File: src/rtl/pixel_writer.sv
// rtl/pixel_writer.sv - serial pixel deserializer, clip/alpha filter and framebuffer write FIFO
module pixel_writer #(
  parameter int WIDTH  = 320,
  parameter int HEIGHT = 240,
  parameter int FRAC   = 6,
  parameter int DEPTH  = 4
) (
  input  logic        clk,
  input  logic        rst_n,
  input  logic        valid,
  input  logic        px,
  input  logic        py,
  input  logic        c,
  input  logic        rast_done,
  output logic        mem_req,
  output logic [16:0] mem_addr,
  output logic [15:0] mem_data,
  input  logic        mem_ack,
  output logic        tri_done,
  output logic [16:0] wr_cnt,
  output logic        overflow,
  output logic        proto_err
);

  localparam int AW = $clog2(DEPTH);
  localparam logic signed [16:0] W_S = 17'(WIDTH);
  localparam logic signed [16:0] H_S = 17'(HEIGHT);
  localparam logic [16:0] W_U = 17'(WIDTH);
  localparam logic [AW:0] FULL_CNT = (AW+1)'(DEPTH);

  typedef enum logic {IDLE, SHIFT} state_t;

  state_t state, state_n;
  logic [3:0] bit_cnt, bit_cnt_n;
  logic [15:0] sx, sy, sc;
  logic [15:0] wx, wy, wc;
  logic last_bit, proto_hit;
  logic signed [16:0] xs, ys;
  logic accept, push, push_ok, pop, empty, full, pending;
  logic [16:0] addr_n;
  logic [16:0] fa [DEPTH];
  logic [15:0] fd [DEPTH];
  logic [AW-1:0] wp, rp;
  logic [AW:0] cnt;

  // Word as it will look once the bit on the lines this cycle is captured.
  assign wx = {sx[14:0], px};
  assign wy = {sy[14:0], py};
  assign wc = {sc[14:0], c};

  assign xs = $signed({wx[15], wx}) >>> FRAC;
  assign ys = $signed({wy[15], wy}) >>> FRAC;
  assign accept = !xs[16] && !ys[16] && (xs < W_S) && (ys < H_S) && wc[0];
  assign addr_n = $unsigned(ys) * W_U + $unsigned(xs);

  assign empty   = (cnt == '0);
  assign full    = (cnt == FULL_CNT);
  assign pop     = mem_req && mem_ack;
  assign push    = last_bit && accept;
  // A pop in the same cycle frees the slot, so a full FIFO still takes the push.
  assign push_ok = push && (!full || pop);

  always_comb begin
    state_n   = state;
    bit_cnt_n = bit_cnt;
    last_bit  = 1'b0;
    proto_hit = 1'b0;
    tri_done  = 1'b0;
    mem_req   = !empty;
    mem_addr  = empty ? '0 : fa[rp];
    mem_data  = empty ? '0 : fd[rp];
    case (state)
      IDLE: begin
        tri_done = pending && empty;
        if (valid) begin
          state_n   = SHIFT;
          bit_cnt_n = '0;
        end
      end
      SHIFT: begin
        proto_hit = valid;
        bit_cnt_n = bit_cnt + 4'd1;
        if (bit_cnt == 4'd15) begin
          last_bit = 1'b1;
          state_n  = IDLE;
        end
      end
      default: state_n = IDLE;
    endcase
  end

  always_ff @(posedge clk or negedge rst_n) begin
    if (!rst_n) begin
      state   <= IDLE;
      bit_cnt <= '0;
      sx      <= '0;
      sy      <= '0;
      sc      <= '0;
    end else begin
      state   <= state_n;
      bit_cnt <= bit_cnt_n;
      if (state == SHIFT) begin
        sx <= wx;
        sy <= wy;
        sc <= wc;
      end
    end
  end

  always_ff @(posedge clk) begin
    if (push_ok) begin
      fa[wp] <= addr_n;
      fd[wp] <= wc;
    end
  end

  always_ff @(posedge clk or negedge rst_n) begin
    if (!rst_n) begin
      wp        <= '0;
      rp        <= '0;
      cnt       <= '0;
      wr_cnt    <= '0;
      overflow  <= 1'b0;
      proto_err <= 1'b0;
      pending   <= 1'b0;
    end else begin
      if (push_ok) wp <= wp + AW'(1);
      if (pop) rp <= rp + AW'(1);
      if (push_ok && !pop) cnt <= cnt + (AW+1)'(1);
      else if (pop && !push_ok) cnt <= cnt - (AW+1)'(1);
      if (pop && (wr_cnt != '1)) wr_cnt <= wr_cnt + 17'd1;
      if (push && full && !pop) overflow <= 1'b1;
      if (proto_hit) proto_err <= 1'b1;
      pending <= (pending && !tri_done) || rast_done;
    end
  end

endmodule

File: config.mk
export PLATFORM = sky130hd
export DESIGN_NAME = pixel_writer
export DESIGN_NICKNAME = d
export VERILOG_FILES = /design/src/rtl/pixel_writer.sv
export SDC_FILE = /design/constraint.sdc
export NUM_CORES = 1
export LEC_CHECK = 0
export ABC_AREA = 1
export CAP_MARGIN = 10
export CORE_MARGIN = 4
export CORE_UTILIZATION = 40
export DETAILED_ROUTE_END_ITERATION = 7
export GPL_ROUTABILITY_DRIVEN = 1
export GPL_TIMING_DRIVEN = 1
export HOLD_SLACK_MARGIN = 0.06
export MAX_ROUTING_LAYER = met4
export SYNTH_ARGS = -nofsm -noshare
export SYNTH_HDL_FRONTEND = slang
export SYNTH_SLANG_ARGS = --single-unit
File: constraint.sdc
create_clock -name clk -period 3.55 [get_ports clk]
set_input_delay 0.8875 -clock clk [delete_from_list [all_inputs] [get_ports clk]]
set_output_delay 0.8875 -clock clk [all_outputs]
set_load 0.03 [all_outputs]
==> metrics.md, run 1 <==
| Metric | Value |
|---|---|
| CTS root buf | clkbuf_16 |
| Cell Area, Synth | 9570 µm² |
| Drt first pass iters | 6 |
| Synth unique cells | 34 |
| Vias per inst | 4.86 |
| Syn Nets | 996 |
| Outcome | completed |
| Slew Viols, Final | 0 |
| DR vias | 6590 |
| Class of the worst hold path | in -> async |
| Worst-margin pin slew | 733 ps |
| Worst path most repeated cell | nor2_1 |
| Layout Nets | 1067 |
| Post-CTS Setup Bufs | 0 |
| Post-route insts no fill | 1356 |
| CTS tree | yes |
| Commonest cells post-synth | nor2_1 (176), nand2_1 (172), edfxtp_1 (132), o21ai_0 (114) |
| Utilization after layout | 0.486 |
| Core Box Area | 23500 µm² |
| Setup crit start kind | flip-flop |
| Final Cycle Share | 0.915 |
| Synth top area share | 0.414 |
| Setup total negative slack | 0 ps |
| R2r setup slk | 520 ps |
| IO Port Bufs | 61 |
| # rows | 56 |
| Post-synth EDFFs | 132 |
| ANT nets after route | 0 |
| N_diodes | 0 |
| WL/cell | 15.0 µm |
| CTS Hold Bufs | 0 |
| Worst-path clk slew | 60 ps |
| Most area-consuming cells after synthesis | edfxtp_1 (41%), dfrtp_1 (20%), nor2_1 (6.9%) |
| Hold Vio Cnt, Final | 0 |
| Worst reg-to-reg path cell count | 14 |
| Crit path cell chain | buf_4, nor2_1, nor2_1, o21ai_0, a21oi_1, buf_12 |
| Initial antenna violation count | 0 |
| Crit-path max FO | 67 |
| Register area share after synthesis | 0.615 |
| Worst-Skew Late Latency | 490 ps |
| Fillers | 2167 |
| Syn_area_per_cell | 10.1 µm² |
| Dominant synthesized flop cell | edfxtp_1 |
| Min cycle time layout | 3250 ps |
| GPL Wtd Cong | 0.834 |
| Die area | 26500 µm² |
| Crit path max-delay cell type | buf_4 |
| Routed wire length | 20400 µm |
| Initial core utilization | 0.407 |
| Total of max-cap violations | 0 |
| Die Ht | 163 µm |
| CTS max path bufs | 3 |
| Count leader, synth | nor2_1 |
| RR Startpoint | sy[6] |
| Vias in the first global route | 6580 |
| Worst flop-to-flop path endpoint | fa[1][16] |
| Setup-failing EPs final | 0 |
| Setup crit end kind | output pin |
| Critical Path AT | 2360 ps |
| Leading area contributor after synthesis | edfxtp_1 |
| Resize count post-CTS | 0 |
| Gr ovfl total | 0 |
| Slew margin rel. | 0.512 |
| Die X | 163 µm |
| Clock Skew | 10.4 ps |
| Hpwl dp | 13200 µm |
| Iteration-0 DRC Markers | 405 |
| CP Data Required Time | 2660 ps |
| CTS Buf Count | 23 |
| Largest net degree at the start of global routing | 68 |
| DRC viols | 0 |
| Post-Syn Instances | 950 |
| Layout cells sized above 1 | 0.106 |
| Top Ports | 62 |
| Area grow syn2layout | 19.6% |
| CP max stage delay | 580 ps |
| RSZ-0062 raised after global routing | no |
| CTS Sinks | 209 |
| Max frequency | 308 MHz |
| Async set or reset register ratio after synthesis | 0.368 |
| First-pass GRT wire length | 34000 µm |
| Yosys warning count | 0 |
| CP Class | reg -> out |
| GRT Resource Usage Total | 0.162 |
| Dpl cells | 1315 |
| H-tree levels | 1 |
| FF+latch count, synth | 209 |
routing by layer:
metal	GRT usage	wire [µm]
met4	0.0343	309
met3	0.0225	759
met5	-	0
met1	0.215	9470
met2	0.268	9830
per-stage QoR:
step | instance area, µm² | hold slack (ps) | worst slack, ps
2_1_floorplan | 9570 | 442 | 478
3_3_place_gp | 10600 | 459 | 421
3_5_place_dp | 10600 | 465 | 441
4_1_cts | 11400 | 478 | 249
5_1_grt | 11400 | 495 | 125
6_report | 11400 | 453 | 303
cell usage in the layout (no fill, tap or decap), drive strengths merged, types with 2 or more instances in the layout:
cell / instances
a21oi: 48
buf: 57
bufinv: 6
clkbuf: 29
clkdlybuf4s50: 26
clkinv: 5
dfrtp: 77
edfxtp: 132
fa: 3
ha: 35
inv: 81
nand2: 174
nand3: 20
nand4: 7
nor2: 179
o21ai: 122
o21bai: 5
or2: 2
xnor2: 10
xor2: 11
worst max-delay path by stage:
stage,start,endpoint,slack (ps),cells past startpoint
after floorplan,c,fa[0][0],480,4
after global placement,c,cnt[2],420,11
after detailed placement,c,cnt[2],440,11
after CTS,rp[0],mem_addr[16],250,6
after global routing,rp[0],mem_addr[16],130,6
final,rp[0],mem_addr[3],300,6
flip-flops by register name (all words and copies together), names as in the netlist, 3 cells and up:
register and flops:
cnt 3, wr_cnt 17, sc 15, fa 68, sx 15, sy 15, fd 64, bit_cnt 4
cell families after synthesis:
kind of cell,Yosys count,synth area share
and+or+nand+nor,384,0.162
DFF,209,0.615
AOI/OAI and AO/OA,179,0.0958
buffers and inverters,118,0.0541
adders and majority gates,38,0.0520
xor gates and xnor gates,21,0.0192
muxes,1,0.00118
critical path: cells and delay by family (launching register included):
kind / cells / cell delay, ps
flip-flops: 1 / 360
AO/OA/AOI/OAI: 2 / 490
buffers and inverters: 2 / 760
AND/OR/NAND/NOR: 2 / 230
area by class of cell:
class / count / area, µm² / area share
sequential: 209 / 5890 / 0.515
multi-input combinational: 623 / 3190 / 0.279
timing repair buffer: 83 / 826 / 0.0721
clock buffer: 29 / 618 / 0.0540
tap: 319 / 399 / 0.0349
inverter: 81 / 307 / 0.0268
clock inverter: 12 / 213 / 0.0186
Power of run 1 is not shown: default switching activity piles up to over one toggle a cycle in this logic, so the estimate is an artifact.
==> run 2, diff against run 1 <==
--- a/config.mk
+++ b/config.mk
@@ -7,7 +7,6 @@
 export LEC_CHECK = 0
 export ABC_AREA = 1
 export CAP_MARGIN = 10
-export CORE_MARGIN = 4
 export CORE_UTILIZATION = 40
 export DETAILED_ROUTE_END_ITERATION = 7
 export GPL_ROUTABILITY_DRIVEN = 1
==> run 2 against run 1 <==
Effect of this change: first-iteration DRC count fell by 1.5%; worst hold slack lost 47 ps; non-clock buffer count shrank 3; design area is 0.90% lower; final cell count down 0.15%.
==> metrics.md, run 2 (synthesized netlist as in run 1, its figures left out) <==
| Metric | Value |
|---|---|
| Met2 usage | 0.278 |
| Worst-Skew Late Latency | 520 ps |
| WL/cell | 14.6 µm |
| CTS root buf | clkbuf_16 |
| Iteration-0 DRC Markers | 399 |
| CP Class | reg -> out |
| CTS tree | yes |
| Gr ovfl total | 0 |
| Initial core utilization | 0.408 |
| Max frequency | 305 MHz |
| CTS Sinks | 209 |
| Initial antenna violation count | 0 |
| Clock Skew | 10.0 ps |
| CP endpoint | mem_addr[1] |
| Top Ports | 62 |
| Largest net degree at the start of global routing | 68 |
| Final Cycle Share | 0.922 |
| Vias per inst | 4.82 |
| Core Box Area | 23500 µm² |
| Worst-margin pin slew | 755 ps |
| Total of max-cap violations | 0 |
| R2r setup slk | 520 ps |
| Worst reg-to-reg path cell count | 14 |
| CP Data Required Time | 2660 ps |
| Slew Viols, Final | 0 |
| Die Ht | 157 µm |
| DRC viols | 0 |
| Vias in the first global route | 6167 |
| Setup crit start kind | flip-flop |
| Worst-path clk slew | 60 ps |
| CTS max path bufs | 3 |
| Min cycle time layout | 3270 ps |
| Slew margin rel. | 0.497 |
| Layout Nets | 1064 |
| Die area | 24600 µm² |
| Hold Vio Cnt, Final | 0 |
| Global route hottest layer | met2 |
| Die X | 157 µm |
| N_diodes | 0 |
| Critical Path AT | 2390 ps |
| Class of the worst hold path | in -> async |
| M1 GR Usage | 0.233 |
| Final instance area | 11300 µm² |
| Most frequent cells in the layout | nor2_1 (172), nand2_1 (172), edfxtp_1 (132) |
| RR Startpoint | sy[6] |
| # rows | 56 |
| Hpwl dp | 12400 µm |
| RSZ-0062 raised after global routing | no |
| DP Area | 10500 µm² |
| Routed wire length | 19800 µm |
| Met3 Track Usage GR | 0.0244 |
| CTS Buf Count | 23 |
| Drt first pass iters | 6 |
| ANT nets after route | 0 |
| Layout cells sized above 1 | 0.111 |
| Worst flop-to-flop path endpoint | fa[3][16] |
| Utilization after layout | 0.483 |
| Largest Register | fa |
| Crit-path max FO | 67 |
| Area grow syn2layout | 18.5% |
| DR vias | 6523 |
| Largest register FFs | 68 |
| GRT Resource Usage Total | 0.174 |
| Setup-failing EPs final | 0 |
| GPL Wtd Cong | 0.816 |
| Setup total negative slack | 0 ps |
| First-pass GRT wire length | 32300 µm |
| Worst Setup SP | rp[0] |
| H-tree levels | 1 |
| IO Port Bufs | 61 |
| Largest registers | fa: 68 flops, fd: 64 flops, wr_cnt: 17 flops |
| CTS Hold Bufs | 0 |
| Outcome | completed |
| Setup crit end kind | output pin |
run 2: changes by cell type in the layout (fill, tap and decap cells not counted), sizes merged:
cell / change
clkinvlp: +2
inv: +1
clkinv: +2
clkbuf: -1
buf: -3
bufinv: -3
run 2: how the worst min path moves through the flow:
stage | from | end | slack (ps) | cells after the start
global route | rst_n | wr_cnt[10] | 450 | 1
detailed placement | proto_err | proto_err | 470 | 1
finish | rst_n | wr_cnt[10] | 410 | 1
floorplan | sx[0] | sx[0] | 440 | 2
global placement | sx[0] | sx[0] | 460 | 2
CTS | rst_n | wr_cnt[9] | 430 | 1
run 2: layer usage:
layer / wire (µm) / part of all wire
met1: 9280 / 0.47
met2: 9400 / 0.47
met3: 783 / 0.039
met4: 363 / 0.018
met5: 0 / 0
run 2: worst max-delay path: stages, from the launching register on:
cell and delay [ps]:
dfrtp_2 360, buf_4 570, nor2_1 110, nor2_1 120, o21ai_0 90, a21oi_1 400
buf_12 180
run 2: area by class of cell:
cell class	instances	area (µm²)
clock buffer	28	624
timing repair buffer	80	766
clock inverter	14	171
inverter	81	307
multi-input combinational	623	3180
tap	319	399
fill	2171	12100
sequential	209	5890
run 2: what timing repair did:
| action | in CTS | in global routing |
|---|---|---|
| setup buffers | 0 | 0 |
| resized for setup | 0 | 1 |
| setup endpoints to repair | 0 | 1 |
| hold endpoints to repair | 0 | 0 |
run 2: through the flow:
| stage | hold slack, ps | worst slack (ps) | std cells |
|---|---|---|---|
| floorplan | 442 | 478 | 950 |
| global placement | 458 | 262 | 1312 |
| detailed placement | 467 | 277 | 1312 |
| CTS | 428 | 174 | 1354 |
| global route | 451 | 99.6 | 1354 |
| finish | 406 | 275 | 1354 |
Power of run 2 is left out for the same reason.
==> run 3, diff against run 2 <==
--- a/config.mk
+++ b/config.mk
@@ -7,12 +7,15 @@
 export LEC_CHECK = 0
 export ABC_AREA = 1
 export CAP_MARGIN = 10
-export CORE_UTILIZATION = 40
+export CELL_PAD_IN_SITES_DETAIL_PLACEMENT = 0
+export CELL_PAD_IN_SITES_GLOBAL_PLACEMENT = 2
+export CORE_UTILIZATION = 39
 export DETAILED_ROUTE_END_ITERATION = 7
 export GPL_ROUTABILITY_DRIVEN = 1
 export GPL_TIMING_DRIVEN = 1
 export HOLD_SLACK_MARGIN = 0.06
 export MAX_ROUTING_LAYER = met4
+export PLACE_DENSITY_LB_ADDON = 0.1
 export SYNTH_ARGS = -nofsm -noshare
 export SYNTH_HDL_FRONTEND = slang
 export SYNTH_SLANG_ARGS = --single-unit
==> run 3 against run 2 <==
Effect of this change: worst setup slack improved by 200 ps; first-iteration DRC count fell by 11%; global-route usage increased by 0.55 points; design area is the same; critical path depth is 8 higher.
==> metrics.md, run 3 (synthesized netlist as in run 1, its figures left out) <==
| Metric | Value |
|---|---|
| Outcome | completed |
| Setup crit start kind | flip-flop |
| Layout cells sized above 1 | 0.108 |
| WL/cell | 15.5 µm |
| Final Cycle Share | 0.865 |
| Crit path cell chain | ha_1, ha_1, fa_1, nand4_1, nand3_1, xor2_1, ha_1, nand2_1, nor2_1, nand3_1, nand3_1, inv_1, nand2_1, nand2_1 |
| Most frequent cells in the layout | nor2_1 (172), nand2_1 (172), edfxtp_1 (132) |
| Final instance area | 11300 µm² |
| Fillers | 2249 |
| Vias in the first global route | 6183 |
| Top Ports | 62 |
| Max frequency | 326 MHz |
| Class of the worst hold path | in -> async |
| Core Box Area | 23800 µm² |
| Clock Skew | 19.5 ps |
| Largest registers | fa: 68 flops, fd: 64 flops, wr_cnt: 17 flops |
| Routed wire length | 21000 µm |
| Slew Viols, Final | 0 |
| Largest register FFs | 68 |
| Setup crit end kind | flip-flop |
| Hold_ws | 417 ps |
| Initial core utilization | 0.403 |
| ANT nets after route | 0 |
| Drt first pass iters | 5 |
| Critical Path AT | 3290 ps |
| IO Port Bufs | 61 |
| Post-CTS Setup Bufs | 0 |
| Setup total negative slack | 0 ps |
| Largest Register | fa |
| Vias per inst | 4.73 |
| Iteration-0 DRC Markers | 354 |
| WP buf/inv | 1 |
| First-pass GRT wire length | 33700 µm |
| Resize count post-CTS | 0 |
| H-tree levels | 1 |
| DP Area | 10500 µm² |
| CP Class | reg -> reg |
| CTS max path bufs | 3 |
| Total of max-cap violations | 0 |
| DRC viols | 0 |
| Hpwl dp | 13300 µm |
| RSZ-0062 raised after global routing | no |
| GPL Wtd Cong | 0.733 |
| Gr ovfl total | 0 |
| CTS tree | yes |
| CTS Sinks | 209 |
| CTS Hold Bufs | 0 |
| CP delay by family, top | adder cells |
| Die Ht | 159 µm |
| Hold Vio Cnt, Final | 0 |
| Layout Nets | 1068 |
| CTS Buf Count | 24 |
| Worst-margin pin slew | 729 ps |
| Initial antenna violation count | 0 |
| Worst-path clk slew | 60 ps |
| # rows | 56 |
| Die area | 25200 µm² |
| Largest net degree at the start of global routing | 57 |
| CP Data Required Time | 3770 ps |
| Min cycle time layout | 3070 ps |
| Crit-path max FO | 4 |
| Die X | 159 µm |
| Slew margin rel. | 0.514 |
| Area grow syn2layout | 18.5% |
| Crit path max-delay cell type | fa_1 |
| DR vias | 6431 |
| N_diodes | 0 |
| GRT Resource Usage Total | 0.179 |
| CTS root buf | clkbuf_16 |
| CP max stage delay | 440 ps |
| Worst-Skew Late Latency | 510 ps |
| Setup-failing EPs final | 0 |
## run 3: cell count changes in the layout (fill, tap and decap cells not counted), sizes merged
cell      change
clkbuf        +4
clkinv        -2
clkinvlp      -1
bufinv        +1
buf           +3
## run 3: final cells by class
type | instances | area, µm² | share of cell area
Sequential cell | 209 | 5890 | 0.519
Multi-Input combinational cell | 623 | 3190 | 0.282
Timing Repair Buffer | 83 | 726 | 0.0640
Clock buffer | 32 | 662 | 0.0583
Tap cell | 319 | 399 | 0.0352
Inverter | 81 | 307 | 0.0270
Clock inverter | 12 | 165 | 0.0146
## run 3: path summary, 6_finish.rpt
path | from | to | slack (ps) | cells after the start
worst max register to register | sy[6] | fa[0][16] | 480 | 14
worst min register to register | sx[0] | sx[0] | 470 | 2
min in group clk | sx[0] | sx[0] | 470 | 2
worst min-delay path | rst_n | sc[8] | 420 | 1
max in group asynchronous | rst_n | sy[14] | 2380 | 2
worst max-delay path | sy[6] | fa[0][16] | 480 | 14
## run 3: stage by stage
| stage | util | instances | setup slack (ps) |
|---|---|---|---|
| 2_1_floorplan | - | 950 | 478 |
| 3_3_place_gp | 0.443 | 1315 | 392 |
| 3_5_place_dp | 0.443 | 1315 | 396 |
| 4_1_cts | 0.478 | 1359 | 418 |
| 5_1_grt | 0.478 | 1359 | 232 |
| 6_report | 0.478 | 1359 | 480 |
## run 3: metal layers
metal	track usage	wire length, µm	vias to the layer above
met5	-	0	-
met4	0.0380	233	0
met3	0.0250	755	17
met2	0.297	10100	85
met1	0.236	9940	3031
li1	-	-	3298
Power of run 3 is left out for the same reason.
